File: config.mk
export PLATFORM = sky130hd
export DESIGN_NAME = regfile_port_arbiter_flat
export DESIGN_NICKNAME = d
export VERILOG_FILES = /design/src/rtl/regfile_pkg.sv /design/src/rtl/regfile_port_arbiter_if.sv /design/src/rtl/rr_arbiter2.sv /design/src/rtl/regfile_port_arbiter.sv /design/src/flat_wrapper.sv
export SDC_FILE = /design/constraint.sdc
export NUM_CORES = 1
export LEC_CHECK = 0
export CORE_MARGIN = 2
export CORE_UTILIZATION = 25
export CTS_CLUSTER_DIAMETER = 100
export DETAILED_ROUTE_END_ITERATION = 12
export PLACE_DENSITY_LB_ADDON = 0.2
export SETUP_SLACK_MARGIN = 0.15
export SLEW_MARGIN = 20
export SYNTH_ARGS = -nofsm -noshare
export SYNTH_HDL_FRONTEND = slang
export SYNTH_SLANG_ARGS = --single-unit
File: constraint.sdc
create_clock -name clk -period 3.6 [get_ports clk]
set_input_delay 0.54 -clock clk [delete_from_list [all_inputs] [get_ports clk]]
set_output_delay 0.54 -clock clk [all_outputs]
set_load 0.02 [all_outputs]
File: src/rtl/regfile_pkg.sv
// Shared constants and enums for the register-file port controller and its arbiter.
package regfile_pkg;

  localparam int DATA_W   = 8;
  localparam int ADDR_W   = 4;
  localparam int NUM_REGS = 16;

  typedef enum logic {ST_INIT, ST_RUN} state_e;
  typedef enum logic {GNT_A, GNT_B}    grant_e;

endpackage

File: src/rtl/regfile_port_arbiter_if.sv
// Handshake and RegisterFile control bundle between the execute/load stages, the
// port controller, and the register file.
interface regfile_port_arbiter_if #(
  parameter int DATA_W = regfile_pkg::DATA_W,
  parameter int ADDR_W = regfile_pkg::ADDR_W
);
  logic              wa_valid;
  logic              wa_ready;
  logic [ADDR_W-1:0] wa_addr;
  logic [DATA_W-1:0] wa_data;
  logic              wb_valid;
  logic              wb_ready;
  logic [ADDR_W-1:0] wb_addr;
  logic [DATA_W-1:0] wb_data;
  logic              rd_valid;
  logic              rd_ready;
  logic [ADDR_W-1:0] rd_src1;
  logic [ADDR_W-1:0] rd_src2;
  logic              rd_done;
  logic              init_done;
  logic              rf_write;
  logic [ADDR_W-1:0] rf_destin;
  logic [DATA_W-1:0] rf_datain;
  logic              rf_read;
  logic [ADDR_W-1:0] rf_source1;
  logic [ADDR_W-1:0] rf_source2;

  modport master (
    output wa_valid, wa_addr, wa_data,
    output wb_valid, wb_addr, wb_data,
    output rd_valid, rd_src1, rd_src2,
    input  wa_ready, wb_ready, rd_ready, rd_done, init_done,
    input  rf_write, rf_destin, rf_datain, rf_read, rf_source1, rf_source2
  );

  modport slave (
    input  wa_valid, wa_addr, wa_data,
    input  wb_valid, wb_addr, wb_data,
    input  rd_valid, rd_src1, rd_src2,
    output wa_ready, wb_ready, rd_ready, rd_done, init_done,
    output rf_write, rf_destin, rf_datain, rf_read, rf_source1, rf_source2
  );
endinterface

File: src/rtl/rr_arbiter2.sv
// Two-way round-robin arbiter: on contention the requester that did not win last time is granted.
module rr_arbiter2 (
  input  logic               req_a_i,
  input  logic               req_b_i,
  input  regfile_pkg::grant_e last_grant_i,
  output logic               gnt_a_o,
  output logic               gnt_b_o
);
  import regfile_pkg::*;

  always_comb begin
    gnt_a_o = req_a_i && (!req_b_i || (last_grant_i == GNT_B));
    gnt_b_o = req_b_i && (!req_a_i || (last_grant_i == GNT_A));
  end

endmodule

File: src/rtl/regfile_port_arbiter.sv
// RegisterFile front-end: clears every register after reset, then arbitrates the write
// port between two requesters and pipelines a single read client onto the read port.
module regfile_port_arbiter #(
  parameter int                       DATA_W     = regfile_pkg::DATA_W,
  parameter int                       ADDR_W     = regfile_pkg::ADDR_W,
  parameter int                       NUM_REGS   = regfile_pkg::NUM_REGS,
  parameter logic [DATA_W-1:0]        INIT_VALUE = '0
) (
  input logic                   clk,
  input logic                   Reset_n,
  regfile_port_arbiter_if.slave bus
);
  import regfile_pkg::*;

  localparam int CNT_W = ADDR_W + 1;

  state_e            state_q;
  logic [CNT_W-1:0]  cnt_q;
  grant_e            last_grant_q;
  logic              rf_write_q;
  logic [ADDR_W-1:0] rf_destin_q;
  logic [DATA_W-1:0] rf_datain_q;
  logic              rf_read_q;
  logic [ADDR_W-1:0] rf_source1_q;
  logic [ADDR_W-1:0] rf_source2_q;
  logic              rd_done_q;
  logic              init_done_q;

  logic              gnt_a;
  logic              gnt_b;
  logic              run;
  logic              wr_xfer;
  logic [ADDR_W-1:0] wr_addr;
  logic [DATA_W-1:0] wr_data;
  logic              raw_hit;
  logic              rd_xfer;

  rr_arbiter2 u_arb (
    .req_a_i      (bus.wa_valid),
    .req_b_i      (bus.wb_valid),
    .last_grant_i (last_grant_q),
    .gnt_a_o      (gnt_a),
    .gnt_b_o      (gnt_b)
  );

  // A read naming the register being written this cycle would sample the old value,
  // so it is held off for one cycle.
  always_comb begin
    run     = (state_q == ST_RUN);
    wr_xfer = run && (gnt_a || gnt_b);
    wr_addr = gnt_a ? bus.wa_addr : bus.wb_addr;
    wr_data = gnt_a ? bus.wa_data : bus.wb_data;
    raw_hit = wr_xfer && ((wr_addr == bus.rd_src1) || (wr_addr == bus.rd_src2));
    rd_xfer = run && bus.rd_valid && !raw_hit;
  end

  assign bus.wa_ready   = run && gnt_a;
  assign bus.wb_ready   = run && gnt_b;
  assign bus.rd_ready   = rd_xfer;
  assign bus.rd_done    = rd_done_q;
  assign bus.init_done  = init_done_q;
  assign bus.rf_write   = rf_write_q;
  assign bus.rf_destin  = rf_destin_q;
  assign bus.rf_datain  = rf_datain_q;
  assign bus.rf_read    = rf_read_q;
  assign bus.rf_source1 = rf_source1_q;
  assign bus.rf_source2 = rf_source2_q;

  always_ff @(posedge clk or negedge Reset_n) begin
    if (!Reset_n) begin
      state_q      <= ST_INIT;
      cnt_q        <= '0;
      last_grant_q <= GNT_B;
      rf_write_q   <= 1'b0;
      rf_destin_q  <= '0;
      rf_datain_q  <= '0;
      rf_read_q    <= 1'b0;
      rf_source1_q <= '0;
      rf_source2_q <= '0;
      rd_done_q    <= 1'b0;
      init_done_q  <= 1'b0;
    end else begin
      rd_done_q <= rf_read_q;
      rf_read_q <= rd_xfer;
      if (rd_xfer) begin
        rf_source1_q <= bus.rd_src1;
        rf_source2_q <= bus.rd_src2;
      end

      case (state_q)
        ST_INIT: begin
          rf_write_q  <= 1'b1;
          rf_destin_q <= cnt_q[ADDR_W-1:0];
          rf_datain_q <= INIT_VALUE;
          cnt_q       <= cnt_q + 1'b1;
          if (cnt_q == CNT_W'(NUM_REGS - 1)) begin
            state_q     <= ST_RUN;
            init_done_q <= 1'b1;
          end
        end
        ST_RUN: begin
          rf_write_q <= wr_xfer;
          if (wr_xfer) begin
            rf_destin_q  <= wr_addr;
            rf_datain_q  <= wr_data;
            last_grant_q <= gnt_a ? GNT_A : GNT_B;
          end
        end
      endcase
    end
  end

endmodule

File: src/flat_wrapper.sv
// flat-port wrapper written by rule: the top's interface ports become plain ports
module regfile_port_arbiter_flat import regfile_pkg::*;
#(
  parameter int                       DATA_W     = regfile_pkg::DATA_W,
  parameter int                       ADDR_W     = regfile_pkg::ADDR_W,
  parameter int                       NUM_REGS   = regfile_pkg::NUM_REGS,
  parameter logic [DATA_W-1:0]        INIT_VALUE = '0
)
  (clk, Reset_n, bus_wa_valid, bus_wa_addr, bus_wa_data, bus_wb_valid, bus_wb_addr, bus_wb_data, bus_rd_valid, bus_rd_src1, bus_rd_src2, bus_wa_ready, bus_wb_ready, bus_rd_ready, bus_rd_done, bus_init_done, bus_rf_write, bus_rf_destin, bus_rf_datain, bus_rf_read, bus_rf_source1, bus_rf_source2);
  regfile_port_arbiter_if #(.DATA_W(DATA_W), .ADDR_W(ADDR_W)) bus_i ();
  input logic clk;
  input logic Reset_n;
  input wire logic [$bits(bus_i.wa_valid)-1:0] bus_wa_valid;
  input wire logic [$bits(bus_i.wa_addr)-1:0] bus_wa_addr;
  input wire logic [$bits(bus_i.wa_data)-1:0] bus_wa_data;
  input wire logic [$bits(bus_i.wb_valid)-1:0] bus_wb_valid;
  input wire logic [$bits(bus_i.wb_addr)-1:0] bus_wb_addr;
  input wire logic [$bits(bus_i.wb_data)-1:0] bus_wb_data;
  input wire logic [$bits(bus_i.rd_valid)-1:0] bus_rd_valid;
  input wire logic [$bits(bus_i.rd_src1)-1:0] bus_rd_src1;
  input wire logic [$bits(bus_i.rd_src2)-1:0] bus_rd_src2;
  output wire logic [$bits(bus_i.wa_ready)-1:0] bus_wa_ready;
  output wire logic [$bits(bus_i.wb_ready)-1:0] bus_wb_ready;
  output wire logic [$bits(bus_i.rd_ready)-1:0] bus_rd_ready;
  output wire logic [$bits(bus_i.rd_done)-1:0] bus_rd_done;
  output wire logic [$bits(bus_i.init_done)-1:0] bus_init_done;
  output wire logic [$bits(bus_i.rf_write)-1:0] bus_rf_write;
  output wire logic [$bits(bus_i.rf_destin)-1:0] bus_rf_destin;
  output wire logic [$bits(bus_i.rf_datain)-1:0] bus_rf_datain;
  output wire logic [$bits(bus_i.rf_read)-1:0] bus_rf_read;
  output wire logic [$bits(bus_i.rf_source1)-1:0] bus_rf_source1;
  output wire logic [$bits(bus_i.rf_source2)-1:0] bus_rf_source2;
  assign bus_i.wa_valid = bus_wa_valid;
  assign bus_i.wa_addr = bus_wa_addr;
  assign bus_i.wa_data = bus_wa_data;
  assign bus_i.wb_valid = bus_wb_valid;
  assign bus_i.wb_addr = bus_wb_addr;
  assign bus_i.wb_data = bus_wb_data;
  assign bus_i.rd_valid = bus_rd_valid;
  assign bus_i.rd_src1 = bus_rd_src1;
  assign bus_i.rd_src2 = bus_rd_src2;
  assign bus_wa_ready = bus_i.wa_ready;
  assign bus_wb_ready = bus_i.wb_ready;
  assign bus_rd_ready = bus_i.rd_ready;
  assign bus_rd_done = bus_i.rd_done;
  assign bus_init_done = bus_i.init_done;
  assign bus_rf_write = bus_i.rf_write;
  assign bus_rf_destin = bus_i.rf_destin;
  assign bus_rf_datain = bus_i.rf_datain;
  assign bus_rf_read = bus_i.rf_read;
  assign bus_rf_source1 = bus_i.rf_source1;
  assign bus_rf_source2 = bus_i.rf_source2;
  regfile_port_arbiter #(.DATA_W(DATA_W), .ADDR_W(ADDR_W), .NUM_REGS(NUM_REGS), .INIT_VALUE(INIT_VALUE)) u_core (.clk(clk), .Reset_n(Reset_n), .bus(bus_i));
endmodule
==> flow_summary_export.csv, run 1 <==
group,metric,value,unit
status,status,"completed",
global_route,met1_usage,16.6,%
global_route,grt-ovfl-total,0,
placement,dp_cells,303,
logic_synthesis,synth_top_cell_by_area,"dfrtp_1",
logic_synthesis,yosysSeqAreaShare,47.5,%
sta,max_freq,301,MHz
logic_synthesis,synthFlopType,"dfrtp_1",
sta,whs,376,ps
sta,slew_viol_final,0,
logic_synthesis,synth.top_cells.by_area,"dfrtp_1, mux2_2, xnor2_1, nand2_1, o21ai_0",
global_route,met2_usage,22.0,%
global_route,grt-busiest-layer,"met2",
hold_path,min_from,"u_core.bus.rf_read",
hold_path,whs_path_depth,0,
logic_synthesis,syn_avg_cell_area,10.0,µm²
worst_setup_path,end_kind,"primary output",
sta,slew_headroom,58.1,%
worst_setup_path,startpoint_type,"input pin",
hold_path,hold_class,"flop to flop",
worst_setup_path,cp-startpoint,"bus_wa_valid",
clock_tree,cts.clk_slew.worst_paths,60,ps
logic_synthesis,async_flop_share,100,%
power,ir_drop,0.000158,V
sta,setup_viol,0,
flow_run,maxCapViolCount,0,
worst_setup_path,worstReg2RegStart,"u_core.last_grant_q",
detailed_routing,wl_per_cell,14.2,µm
global_route,grt_antenna_before_repair,0,
placement,place_congestion,0.814,
clock_tree,cts_setup_buffers,0,
power,p_leak,1.02,nW
floorplan,die_x,84.8,µm
logic_synthesis,ys_ff_latch,31,
logic_synthesis,yosysTopAreaCellShare,45.9,%
floorplan,io_pins,64,
cells_and_area,diodes,0,
detailed_routing,wl,4410,µm
global_route,grt_pass1_wl,7420,µm
sta,tightest_slew,624,ps
logic_synthesis,synth.net_count,202,
sta,fin_skew,6.26,ps
logic_synthesis,syn-cell-area,1630,µm²
placement,dpl.hpwl,3350,µm
clock_tree,ctsResizeCount,0,
clock_tree,ctsHoldBuffers,0,
sta,postLayoutSetupSlackWorst,280,ps
cells_and_area,layout_common_cells,"clkdlybuf4s50_1, dfrtp_1, nand2_1, nor2_1, o21ai_0",
floorplan,die_h,84.8,µm
worst_setup_path,crit_fanout,11,
sta,rsz0062_at_grt,"false",
placement,port_buffers,63,
global_route,grt_pass1_vias,1545,
floorplan,coreArea,6350,µm²
floorplan,num_rows,29,
sta,finalSetupTns,0,ps
global_route,grt_use_total,13.2,%
cells_and_area,final_common_cell,"clkdlybuf4s50_1",
clock_tree,cts_tree,"built",
detailed_routing,drt-pass1-iter-count,4,
sta,hold_viol_final,0,
clock_tree,h-tree-depth,2,
detailed_routing,drtIter0Drc,56,
sta,min_period_over_period,92.2,%
cells_and_area,area_delta_synth_final,50.0,%
clock_tree,cts.sinks,31,
cells_and_area,layout.cells.non_filler,310,
global_route,met3_usage,3.40,%
clock_tree,cts_buffer_depth,2,
clock_tree,clkLatencyLatePin,280,ps
detailed_routing,route.detailed.drc,0,
worst_setup_path,r2r_cells,7,
placement,place_ws,248,ps
clock_tree,cts_root_buf,"clkbuf_8",
worst_setup_path,crit_required,3060,ps
clock_tree,cts_made_buffers,5,
power,finalPower,0.973,mW
logic_synthesis,synthCells,163,
worst_setup_path,path_class,"input pin to primary output",
logic_synthesis,yosys_warnings,0,
logic_synthesis,synth_edf_count,0,
floorplan,die_area,7200,µm²
cells_and_area,design_area,2450,µm²
sta,fin_crit,3320,ps
cells_and_area,layout.nets,272,
worst_setup_path,arrival,2780,ps
detailed_routing,ant_nets,0,
cells_and_area,num-fill-cells,633,
detailed_routing,via_per_inst,4.68,
placement,postPlaceCellArea,2360,µm²
floorplan,initial_core_util,25.7,%
power,power.density,397,nW/µm²
cells_and_area,drive_gt1_share,14.2,%
cells_and_area,fin_util,38.6,%
global_route,grt_max_degree,32,
detailed_routing,vias,1451,
logic_synthesis,synth.distinct_cells,41,
==> worst max-delay path, cell delays in order <==
cell             delay [ps]
clkdlybuf4s50_1         640
buf_4                   250
a31o_2                  170
o221ai_1                130
a31oi_1                 280
o21ai_4                  90
inv_1                    80
clkdlybuf4s50_1         600
==> cells in the mapped netlist (all sizes together) (2+ instances only) <==
cell type / count
o221ai: 5
a22oi: 2
and2: 2
nor3: 3
buf: 4
nor2: 16
inv: 8
dfrtp: 30
a21boi: 2
nand2b: 3
and3: 2
mux2: 10
o22ai: 2
xnor2: 10
nand4: 2
a21oi: 10
ha: 2
nand2: 19
clkbuf: 3
o21ai: 13
a31oi: 2
==> flip-flops by register name, indices dropped and copies added, names as in the netlist <==
signal and count:
u_core.bus.init_done 1, u_core.bus.rd_done 1, u_core.bus.rf_datain 8, u_core.bus.rf_destin 4
u_core.bus.rf_read 1, u_core.bus.rf_source1 4, u_core.bus.rf_source2 4, u_core.bus.rf_write 1
u_core.cnt_q 5, u_core.last_grant_q 1, u_core.run 1
==> kinds of logic (layout without fill, tap and decap cells) <==
family                   count (synthesis)  count (layout)  share of synthesized area, %
flip-flops                              31              31                          47.6
AO/OA/AOI/OAI                           44              44                          18.1
adder cells (fa/ha/maj)                  2               2                          1.53
multiplexers                            11              11                          7.96
AND/OR/NAND/NOR                         50              50                          14.4
XOR/XNOR                                10              10                          5.36
buffers and inverters                   15              85                          5.05
==> layer usage <==
layer  vias to the layer above  wire length, µm
met5                         -                0
met4                         0               63
met3                         5              179
met2                        36             2130
met1                       697             2040
li1                        713                -
==> cell type report <==
| type | count | area [µm²] | share of cell area (%) |
|---|---|---|---|
| flip-flops and latches | 31 | 777 | 31.7 |
| multi-input cells | 117 | 777 | 31.7 |
| repair buffers | 70 | 683 | 27.9 |
| well taps | 77 | 96.3 | 3.93 |
| clock buffers | 6 | 82.6 | 3.37 |
| inverters | 8 | 30.0 | 1.23 |
| clock inverters | 1 | 5.00 | 0.204 |
==> power by group <==
part | internal (mW) | total (mW) | switching (mW)
combinational | 0.150 | 0.289 | 0.138
sequential | 0.385 | 0.405 | 0.0203
clock | 0.150 | 0.279 | 0.129
==> final timing paths <==
| path | endpoint | slack, ps |
|---|---|---|
| worst max-delay path | bus_rd_ready | 280 |
| worst min-delay path | u_core.bus.rd_done | 380 |
| worst max register to register | u_core.bus.rf_source1[3] | 1240 |
| worst min register to register | u_core.bus.rd_done | 380 |
| max in group asynchronous | u_core.last_grant_q | 2630 |
| min in group asynchronous | u_core.bus.rf_source2[3] | 650 |
Power figures use the tool's default switching activity.
==> run 2: changes to the inputs <==
- CELL_PAD_IN_SITES_DETAIL_PLACEMENT: unset -> 1
- CELL_PAD_IN_SITES_GLOBAL_PLACEMENT: unset -> 1
- SYNTH_HIERARCHICAL: unset -> 1
==> run 2 against run 1 <==
Effect of this change: clock skew barely moved; global-route usage increased by 2.2 points; synthesized cell count grew 5.5%; non-clock buffer count is 13 higher; power grew 13%; wire length increased by 19%; die area is 4.7% higher; critical path type unchanged; critical endpoint unchanged.
==> flow_summary_export.csv, run 2 <==
group,metric,value,unit
detailed_routing,route.detailed.drc,0,
floorplan,die_area,7540,µm²
placement,dpl.hpwl,4040,µm
worst_setup_path,crit_required,3060,ps
global_route,grt_max_degree,32,
power,p_leak,1.14,nW
cells_and_area,diodes,0,
worst_setup_path,reg2reg_setup_slack,1180,ps
sta,fin_skew,6.18,ps
detailed_routing,via_per_inst,4.73,
logic_synthesis,yosysTopAreaCellShare,43.8,%
logic_synthesis,synth_edf_count,0,
placement,place_ws,-107,ps
global_route,grt_pass1_wl,8830,µm
hold_path,whs_path_depth,0,
detailed_routing,drt-pass1-iter-count,4,
worst_setup_path,worstReg2RegStart,"u_core/last_grant_q",
floorplan,die_x,86.8,µm
cells_and_area,drive_gt1_share,17.1,%
floorplan,die_h,86.8,µm
sta,whs,382,ps
sta,finalSetupTns,0,ps
floorplan,num_rows,30,
cells_and_area,fin_util,40.0,%
detailed_routing,wl_per_cell,15.8,µm
hold_path,hold_class,"flop to flop",
cells_and_area,area_delta_synth_final,56.7,%
worst_setup_path,path_class,"input pin to primary output",
sta,postLayoutSetupSlackWorst,334,ps
global_route,grt_use_total,15.3,%
clock_tree,cts_made_buffers,5,
floorplan,coreArea,6720,µm²
worst_setup_path,arrival,2730,ps
hold_path,worstHoldEndpoint,"u_core/bus.rd_done",
sta,slew_headroom,68.9,%
logic_synthesis,async_flop_share,100,%
clock_tree,ctsHoldBuffers,0,
logic_synthesis,synth_commonest_cells,"dfrtp_1, nor2_1, nand3_1",
sta,slew_viol_final,0,
detailed_routing,drtIter0Drc,52,
clock_tree,cts.clk_slew.worst_paths,70,ps
logic_synthesis,synth.distinct_cells,30,
clock_tree,cts_setup_buffers,0,
cells_and_area,layout.nets,290,
floorplan,io_pins,64,
logic_synthesis,synth.net_count,211,
sta,hold_viol_final,0,
power,finalPower,1.10,mW
cells_and_area,layout.cells.non_filler,332,
logic_synthesis,ys_ff_latch,31,
sta,fin_crit,3270,ps
floorplan,initial_core_util,25.5,%
logic_synthesis,syn_avg_cell_area,9.97,µm²
cells_and_area,layout_common_cells,"clkdlybuf4s50_1, dfrtp_1, nor2_1, buf_4, nand3_1",
worst_setup_path,r2r_cells,9,
logic_synthesis,yosys_warnings,6,
global_route,grt_antenna_before_repair,0,
clock_tree,clkLatencyLatePin,290,ps
sta,tightest_slew,463,ps
logic_synthesis,synthCells,172,
clock_tree,cts_root_buf,"clkbuf_8",
worst_setup_path,r2r-end,"u_core/bus.rf_source1[3]",
sta,rsz0062_at_grt,"false",
placement,port_buffers,63,
worst_setup_path,end_kind,"primary output",
detailed_routing,ant_nets,0,
global_route,grt_pass1_vias,1742,
clock_tree,h-tree-depth,2,
placement,dp_cells,324,
clock_tree,cts_tree,"built",
sta,setup_viol,0,
flow_run,maxCapViolCount,0,
logic_synthesis,yosysSeqAreaShare,45.3,%
power,ir_drop,0.000191,V
cells_and_area,largest_reg_flops,8,
status,status,"completed",
clock_tree,cts.sinks,31,
global_route,grt-ovfl-total,0,
placement,place_congestion,0.756,
logic_synthesis,synthFlopType,"dfrtp_1",
logic_synthesis,syn-cell-area,1710,µm²
logic_synthesis,synth_top_cell_by_area,"dfrtp_1",
cells_and_area,design_area,2690,µm²
cells_and_area,final_common_cell,"clkdlybuf4s50_1",
hold_path,min_from,"u_core/bus.rf_read",
worst_setup_path,startpoint_type,"input pin",
sta,min_period_over_period,90.7,%
clock_tree,cts_buffer_depth,2,
logic_synthesis,synth.top_cells.by_area,"dfrtp_1, mux2i_1, xnor2_1, nand3_1, nor2_1",
detailed_routing,wl,5250,µm
sta,max_freq,306,MHz
detailed_routing,vias,1572,
placement,postPlaceCellArea,2560,µm²
worst_setup_path,crit_fanout,4,
logic_synthesis,synth_most_common_cell,"dfrtp_1",
power,power.density,409,nW/µm²
[run 2: cell count changes after synthesis, sizes merged, moves of 4 or more]
cell / previous run / this run
clkbuf: 3 / 7
mux2: 10 / 5
inv: 8 / 3
nand3: 1 / 16
a22oi: 2 / 8
mux2i: 1 / 14
nand2: 19 / 8
nor2: 16 / 21
and3: 2 / 9
o21ai: 13 / 5
[run 2: per-layer routing]
layer | wire (µm) | track usage (%) | vias to the layer above
li1 | - | - | 777
met1 | 2310 | 19.7 | 765
met2 | 2720 | 25.4 | 22
met3 | 134 | 2.86 | 8
met4 | 81 | 5.97 | 0
met5 | 0 | 0 | -
[run 2: cells by family after synthesis]
logic type / share of synthesized area, %
xor+xnor: 5.62
flops: 45.3
mux: 12.1
buf+inv: 3.65
simple gates: 18.6
fa+ha+maj: 1.46
compound gates: 13.2
[run 2: repair_timing]
action | CTS | global route
hold endpoints to repair | 0 | 0
resized for setup | 6 | 3
endpoints found under the setup margin | 1 | 1
[run 2: area by class of cell]
cell class | instances | area, µm²
well taps | 80 | 100
fillers | 744 | 4030
repair buffers | 83 | 788
clock inverters | 2 | 12.5
inverters | 3 | 11.3
multi-input cells | 127 | 925
clock buffers | 6 | 72.6
flip-flops and latches | 31 | 777
[run 2: how the worst max path moves through the flow]
stage                  from           end  slack [ps]  cells past startpoint
3_5_place_dp   bus_wa_valid  bus_rd_ready        -110                      9
6_report       bus_wa_valid  bus_rd_ready         330                      9
5_1_grt        bus_wa_valid  bus_rd_ready         220                      9
2_1_floorplan  bus_wa_valid  bus_rd_ready         920                      8
4_1_cts        bus_wa_valid  bus_rd_ready         150                      9
3_3_place_gp   bus_wa_valid  bus_rd_ready         -70                      9
[run 2: power by group]
part / switching (mW) / total, mW / internal [mW]
Sequential: 0.0298 / 0.423 / 0.393
Combinational: 0.192 / 0.400 / 0.208
Clock: 0.140 / 0.275 / 0.135
[run 2: worst max-delay path: stages]
cell and delay, ps:
clkdlybuf4s50_1 480, a21boi_4 220, buf_12 160, mux2i_4 260
xnor2_1 130, or4_1 550, a21oi_2 150, nor2_1 60
clkbuf_2 180
